[config.mk]
export PLATFORM = sky130hd
export DESIGN_NAME = str_interp
export DESIGN_NICKNAME = d
export VERILOG_FILES = /design/src/rtl/str_pkg.sv /design/src/rtl/mod_cnt.sv /design/src/rtl/str_interp.sv
export SDC_FILE = /design/constraint.sdc
export NUM_CORES = 1
export LEC_CHECK = 0
export BUFFER_PORTS_ARGS = -buffer_cell sky130_fd_sc_hd__buf_2
export CAP_MARGIN = 20
export CORE_MARGIN = 2
export CORE_UTILIZATION = 45
export CTS_CLUSTER_SIZE = 25
export DETAILED_ROUTE_END_ITERATION = 16
export PLACE_DENSITY = 0.89
export RECOVER_POWER = 25
export SETUP_SLACK_MARGIN = 0.2
export SYNTH_ARGS = -nofsm -noshare
export SYNTH_HDL_FRONTEND = slang
export SYNTH_SLANG_ARGS = --single-unit
[constraint.sdc]
create_clock -name clk -period 3.3 [get_ports clk]
set_input_delay 0.33 -clock clk [delete_from_list [all_inputs] [get_ports clk]]
set_output_delay 0.33 -clock clk [all_outputs]
set_load 0.01 [all_outputs]
[src/rtl/str_pkg.sv]
// Shared definitions for the stream-rate blocks (str_interp, str_deci).
package str_pkg;

    typedef enum logic {
        FILL_ZERO,
        FILL_HOLD
    } fill_mode_e;

    // Counter width for a modulo-n count; never narrower than one bit.
    function automatic int unsigned cnt_w(input int unsigned n);
        return (n <= 2) ? 1 : $clog2(n);
    endfunction

endpackage

[src/rtl/mod_cnt.sv]
// Modulo-N counter with synchronous clear; wrap flags the enabled step from N-1 back to 0.
module mod_cnt
    import str_pkg::*;
#(
    parameter int unsigned N = 5,
    localparam int unsigned W = cnt_w(N)
) (
    input  logic         clk,
    input  logic         rst_n,
    input  logic         clr,
    input  logic         en,
    output logic [W-1:0] cnt,
    output logic         wrap
);

    localparam logic [W-1:0] Last = W'(N - 1);

    logic [W-1:0] cnt_q;

    assign cnt  = cnt_q;
    assign wrap = en & (cnt_q == Last);

    always_ff @(posedge clk) begin
        if (!rst_n || clr) begin
            cnt_q <= '0;
        end else if (en) begin
            cnt_q <= (cnt_q == Last) ? '0 : cnt_q + W'(1);
        end
    end

endmodule

[src/rtl/str_interp.sv]
// Stream interpolator: each accepted sample becomes R output beats, zero-stuffed or held.
module str_interp
    import str_pkg::*;
#(
    parameter int unsigned DW   = 32,
    parameter int unsigned R    = 5,
    parameter int unsigned HOLD = 0
) (
    input  logic          clk,
    input  logic          rst_n,
    input  logic [DW-1:0] in_data,
    input  logic          in_valid,
    output logic          in_ready,
    output logic [DW-1:0] out_data,
    output logic          out_valid,
    input  logic          out_ready,
    output logic          out_first
);

    localparam int unsigned PW        = cnt_w(R);
    localparam logic [PW-1:0] LastPh  = PW'(R - 1);
    localparam fill_mode_e Fill       = (HOLD != 0) ? FILL_HOLD : FILL_ZERO;

    logic [DW-1:0] data_q;
    logic [PW-1:0] phase_q;
    logic          busy_q, busy_d;
    logic          in_fire, out_fire, last_ph, wrap;

    assign last_ph   = (phase_q == LastPh);
    // Combinational out_ready -> in_ready lets the next group start with no bubble.
    assign in_ready  = rst_n & (~busy_q | (out_ready & last_ph));
    assign in_fire   = in_valid & in_ready;
    assign out_fire  = busy_q & out_ready;
    assign out_valid = busy_q;
    assign out_first = busy_q & (phase_q == '0);
    assign out_data  = ((Fill == FILL_HOLD) || (phase_q == '0)) ? data_q : '0;

    mod_cnt #(
        .N (R)
    ) u_phase (
        .clk   (clk),
        .rst_n (rst_n),
        .clr   (in_fire),
        .en    (out_fire),
        .cnt   (phase_q),
        .wrap  (wrap)
    );

    always_comb begin
        busy_d = busy_q;
        if (in_fire) begin
            busy_d = 1'b1;
        end else if (wrap) begin
            busy_d = 1'b0;
        end
    end

    always_ff @(posedge clk) begin
        if (!rst_n) begin
            busy_q <= 1'b0;
            data_q <= '0;
        end else begin
            busy_q <= busy_d;
            if (in_fire) begin
                data_q <= in_data;
            end
        end
    end

`ifndef SYNTHESIS
    assert property (@(posedge clk) disable iff (!rst_n)
        (out_valid && !out_ready) |=> $stable(out_data));

    logic [31:0] beats_q;
    logic        seen_q;

    // A reload edge may carry the previous group's last beat, so count it in.
    always_ff @(posedge clk) begin
        if (!rst_n) begin
            beats_q <= '0;
            seen_q  <= 1'b0;
        end else if (in_fire) begin
            assert (!seen_q || (beats_q + {31'd0, out_fire}) == 32'(R));
            beats_q <= '0;
            seen_q  <= 1'b1;
        end else if (out_fire) begin
            beats_q <= beats_q + 32'd1;
        end
    end
`endif

endmodule

Yosys cells after proc, flatten, opt, wreduce, memory -nomap -nowiden
Index checks and enable logic that the tools add are counted.
W data, S select, Z words.
{ "op_classes": {"n_addsub": 1, "multipliers": 0, "div_mod_pow": 0, "magnitude_cmp": 0, "n_eq_ne": 1, "shifts": 0, "n_mux": 4, "bitwise_logic": 8, "n_reduce_logical": 4} }
{ "op_table": {"columns": ["op", "n"], "rows": [
  ["$mux W32", 1],
  ["$and A1 B1 Y1", 6],
  ["$add A3 B1 Y3 const B", 1],
  ["$eq A3 B3 Y1 const B", 1],
  ["$logic_not A3 Y1", 1],
  ["$mux W3", 1],
  ["$mux W1", 2],
  ["$reduce_bool A2 Y1", 1],
  ["$logic_not A1 Y1", 1],
  ["$logic_or A1 B1 Y1", 1],
  ["$not A1 Y1", 1],
  ["$or A1 B1 Y1", 1]
]} }
{ "totals": {"reg_bits": 36, "latch_bits": 0, "mem_bits_rw": 0, "mem_bits_ro": 0, "in_bits": 36, "out_inout_bits": 35, "word_cells": 21, "mem_count": 0} }

Logic depth before layout (Yosys ltp)
{ "depth": {"word_depth": 6, "mapped_depth": 7} }

Hierarchy
From an unflattened synthesis, not the netlist that was laid out.
{ "hier_totals": {"cells_unflattened": 319, "area_unflattened_um2": 2790.2} }
{ "modules_own_cells": {"columns": ["mod", "instances", "cells_each", "area_each_um2", "seq_area_each_um2"], "rows": [
  ["str_interp", 1, 303, 2621.3, 660.6],
  ["mod_cnt", 1, 16, 168.9, 60.1]
]} }

Worst setup path after synthesis
Ideal clock, no wire load.
{ "synth_path": {"path_type": "reg-to-output", "from": "reg u_phase.cnt_q[0] (netlist: u_phase.cnt[0])", "to": "out out_data[10]", "arrival_ns": 1.230, "t_required_ns": 2.970, "setup_slack_ns": 1.740, "path_stages_with_launch": 6, "n_path_buf": 1, "cell_sequence": "dfxtp_1 -> inv_1 -> ha_1 -> nor2b_1 -> clkbuf_1 -> and2_1"} }
{ "synth_via": {"elab_chain_len": 2} }
{ "synth_lines": {"columns": ["item", "line_no", "text"], "rows": [
  ["start: declaration", "mod_cnt.sv:18", "logic [W-1:0] cnt_q;"],
  ["start signal: assignment", "mod_cnt.sv:27", "cnt_q <= (cnt_q == Last) ? '0 : cnt_q + W'(1);"],
  ["$logic_not A3 Y1", "str_interp.sv:36", "assign out_data = ((Fill == FILL_HOLD) || (phase_q == '0)) ? data_q : '0;"],
  ["$mux W32", "str_interp.sv:36", null],
  ["end: declaration", "str_interp.sv:14", "output logic [DW-1:0] out_data,"]
]} }
No other way between the ends.

Worst setup path in the final report
{ "layout_path": {"from": "reg u_phase.cnt_q[0] (netlist: u_phase.cnt[0])", "to": "reg data_q[29]"} }
{ "layout_via": {"elab_chain_len": 5} }
{ "layout_lines": {"columns": ["item", "line_no", "text"], "rows": [
  ["$eq A3 B3 Y1", "str_interp.sv:29", "assign last_ph = (phase_q == LastPh);"],
  ["$and A1 B1 Y1", "str_interp.sv:31", "assign in_ready = rst_n & (~busy_q | (out_ready & last_ph));"],
  ["$or A1 B1 Y1", "str_interp.sv:31", null],
  ["$and A1 B1 Y1", "str_interp.sv:31", null],
  ["$and A1 B1 Y1", "str_interp.sv:32", "assign in_fire = in_valid & in_ready;"],
  ["end signal: assignment", "str_interp.sv:65", "data_q <= in_data;"],
  ["end: declaration", "str_interp.sv:24", "logic [DW-1:0] data_q;"]
]} }
No other way between the ends.
A chain may end at the register's enable or synchronous reset.

==> results.yml <==
detailed_routing:
  firstDrtPassIters: 4
  viasPerCell: 4.94
  first_iter_violations: 56
  routedWlPerCell_um: 12.5
  drcViolationCount: 0
  vias: 1244
  routed_wl_um: 3150
  antenna_left: 0
sta:
  clock_skew_ns: 0.0109
  rsz0062_at_grt: "false"
  fin_crit_sh: 0.762
  timing.hold.ws_ns: 0.202
  tightest_slew_ns: 1.32
  slew_violations: 0
  final.setup.tns_ns: 0
  slew_headroom: 0.112
  period_minus_slack_ns: 2.51
  hold_viol: 0
  setup_viol: 0
  fmaxAchievable_mhz: 398
layout:
  final_area_um2: 1850
  final_nets: 245
  drive_above_1_share: 0.389
  fin_util: 0.597
  area.growth.synth_to_final_pct: 24.2
  diodes: 0
  stdcell_count: 252
  fillers: 298
pwr:
  seq_power_share: 0.563
  leakagePower_nw: 0.928
  p_per_area_nw_per_um2: 453
  clkPwrFrac: 0.285
  swShare: 0.254
  irDropWorstVdd_mv: 0.241
  p_sw_w: 0.000213
  comb_power_share: 0.152
  p_int_w: 0.000626
setup_path:
  path_buf_inv: 2
  cp_slowest_cell: "a211oi_1"
  endpoint_kind: "flop"
  path_delay_family: "compound AO/OA/AOI/OAI gates"
  critical_path.startpoint_type: "flop"
  crit_arrival_ns: 2.78
  critPathMaxStageDelay_ns: 1.11
  crit_chain: "inv_1, ha_1, nand3_1, a211oi_1, buf_4, a22o_1"
  path_class: "flop to flop"
  path_max_fanout: 22
  critPathRequiredTime_ns: 3.57
synthesis:
  syn_area_per_cell_um2: 10.8
  ys_top_cells_by_area: "dfxtp_1 (48%), a22o_1 (18%), and2_1 (14%)"
  syn_nets: 176
  synth-seq-cells: 36
  syn_inst: 138
  synth_top_area_frac: 0.483
  synth.cell_area_um2: 1490
  yosysSeqAreaShare: 0.483
  synthDistinctLibCells: 20
  yosys_warnings: 0
  yosysTopAreaCell: "dfxtp_1"
placed_design:
  dp_hpwl_um: 2300
  placed_area_um2: 1810
  port_buffers: 70
  post-place-cells: 244
  globalplace.congestion: 0.819
clock_tree:
  cts-resized-gates: 0
  cts.sinks: 36
  clock_path_buffers: 2
  cts_setup_buffers: 0
  cts_tree: "built"
  htreeDepth: 2
  clock_latency_ns: 0.33
  cts-root-buf: "clkbuf_4"
  numCtsBuffers: 5
  path_clk_slew_ns: 0.11
  cts_hold_buf: 0
global_routing:
  grt_pass1_vias: 1163
  grt.total_usage: 0.179
  grt-busiest-layer: "met2"
  grt_overflow: 0
  grtUsageMet2: 0.331
  grt_max_degree: 24
  met1_usage: 0.188
  grt_pass1_wl_um: 4970
  grtUsageMet3: 0.0651
  antenna_found_initial: 0
floorplan:
  die_h_um: 61.6
  fp.coreArea_um2: 3100
  initial_core_util: 0.481
  ios: 71
  fp-row-count: 20
  fp.dieArea_um2: 3790
  die_x_um: 61.6
run_status:
  status: "finished, final reports clean"
flow_run:
  maxCapViolCount: 0
worst_hold_path:
  hold_path_class: "input port to flop"
## sequential cells by signal, summed over array words and instances (netlist names)
signal and cells:
data_q 32, out_valid 1, u_phase.cnt 3
## worst paths after layout
check / end / start / depth (start not counted) / slack (ns)
hold reg to reg: data_q[11] / data_q[11] / 1 / 0.48
setup / recovery: data_q[29] / u_phase.cnt[0] / 6 / 0.79
hold / removal: data_q[18] / in_data[18] / 2 / 0.20
setup reg to reg: data_q[29] / u_phase.cnt[0] / 6 / 0.79
## routing by layer
layer / share of wire / vias to the layer above
met2: 0.48 / 55
met5: 0 / -
met3: 0.078 / 2
li1: - / 622
met4: 0.0022 / 0
met1: 0.44 / 565
## logic make-up after synthesis
group,count (synthesis),synth area share
AOI/OAI and AO/OA,40,0.236
and+or+nand+nor,45,0.181
buffers and inverters,15,0.0830
adders and majority gates,2,0.0168
DFF,36,0.483
## placed cells by master (no fill, tap or decap)
| cell type | instances |
|---|---|
| buf_2 | 68 |
| dfxtp_1 | 36 |
| and2_1 | 33 |
| a22o_1 | 30 |
| nand2_1 | 5 |
| clkbuf_4 | 5 |
| inv_1 | 4 |
| a21boi_0 | 3 |
| buf_4 | 3 |
| a21oi_1 | 2 |
| nand4_1 | 2 |
| nor2_1 | 2 |
| a22o_2 | 2 |
| ha_1 | 2 |
| clkinv_2 | 2 |
| clkbuf_1 | 2 |
| nor2b_1 | 1 |
| nand3_1 | 1 |
| o221a_1 | 1 |
| a211oi_1 | 1 |
| o21ai_0 | 1 |
| nand4b_1 | 1 |
| clkbuf_8 | 1 |
## synthesized netlist by cell type
cell,number
clkbuf_1,3
a21oi_1,2
nand4b_1,1
dfxtp_1,36
o21ai_0,1
o221a_1,1
nand2_1,5
buf_6,6
a211oi_4,1
a22o_2,2
a21boi_0,3
buf_8,2
nand4_1,2
a22o_1,30
ha_1,2
nor2b_1,1
and2_1,33
nor2_1,2
inv_1,4
nand3_2,1
## power by group through the flow
stage	Sequential, W	Combinational (W)	Clock, W
4_1_cts	0.000473	0.000131	0.000244
3_3_place_gp	0.000482	0.000128	0
6_report	0.000472	0.000128	0.000239
5_1_grt	0.000476	0.000142	0.000270
3_5_place_dp	0.000483	0.000131	0
2_1_floorplan	0.000478	0.0000879	0
## metrics by stage
stage	total power (W)	setup WS, ns
after floorplan	0.000566	1.74
after global placement	0.000610	1.36
after detailed placement	0.000613	1.27
after CTS	0.000849	0.907
after global routing	0.000888	0.545
final	0.000840	0.785
## worst register-to-register path, cell delays in order (launching register included)
cell and delay [ns]:
dfxtp_1 0.33, inv_1 0.08, ha_1 0.20, nand3_1 0.14, a211oi_1 1.11, buf_4 0.42
a22o_1 0.18
## area by class of cell
class / instances / area, um^2 / share of cell area
clock buffers: 6 / 51.3 / 0.0277
clock inverters: 2 / 10.0 / 0.00541
inverters: 4 / 15.0 / 0.00811
multi-input cells: 87 / 629 / 0.340
flip-flops and latches: 36 / 721 / 0.389
well taps: 44 / 55.1 / 0.0297
repair buffers: 73 / 370 / 0.200
No activity file was read; power rests on OpenSTA's default activity.
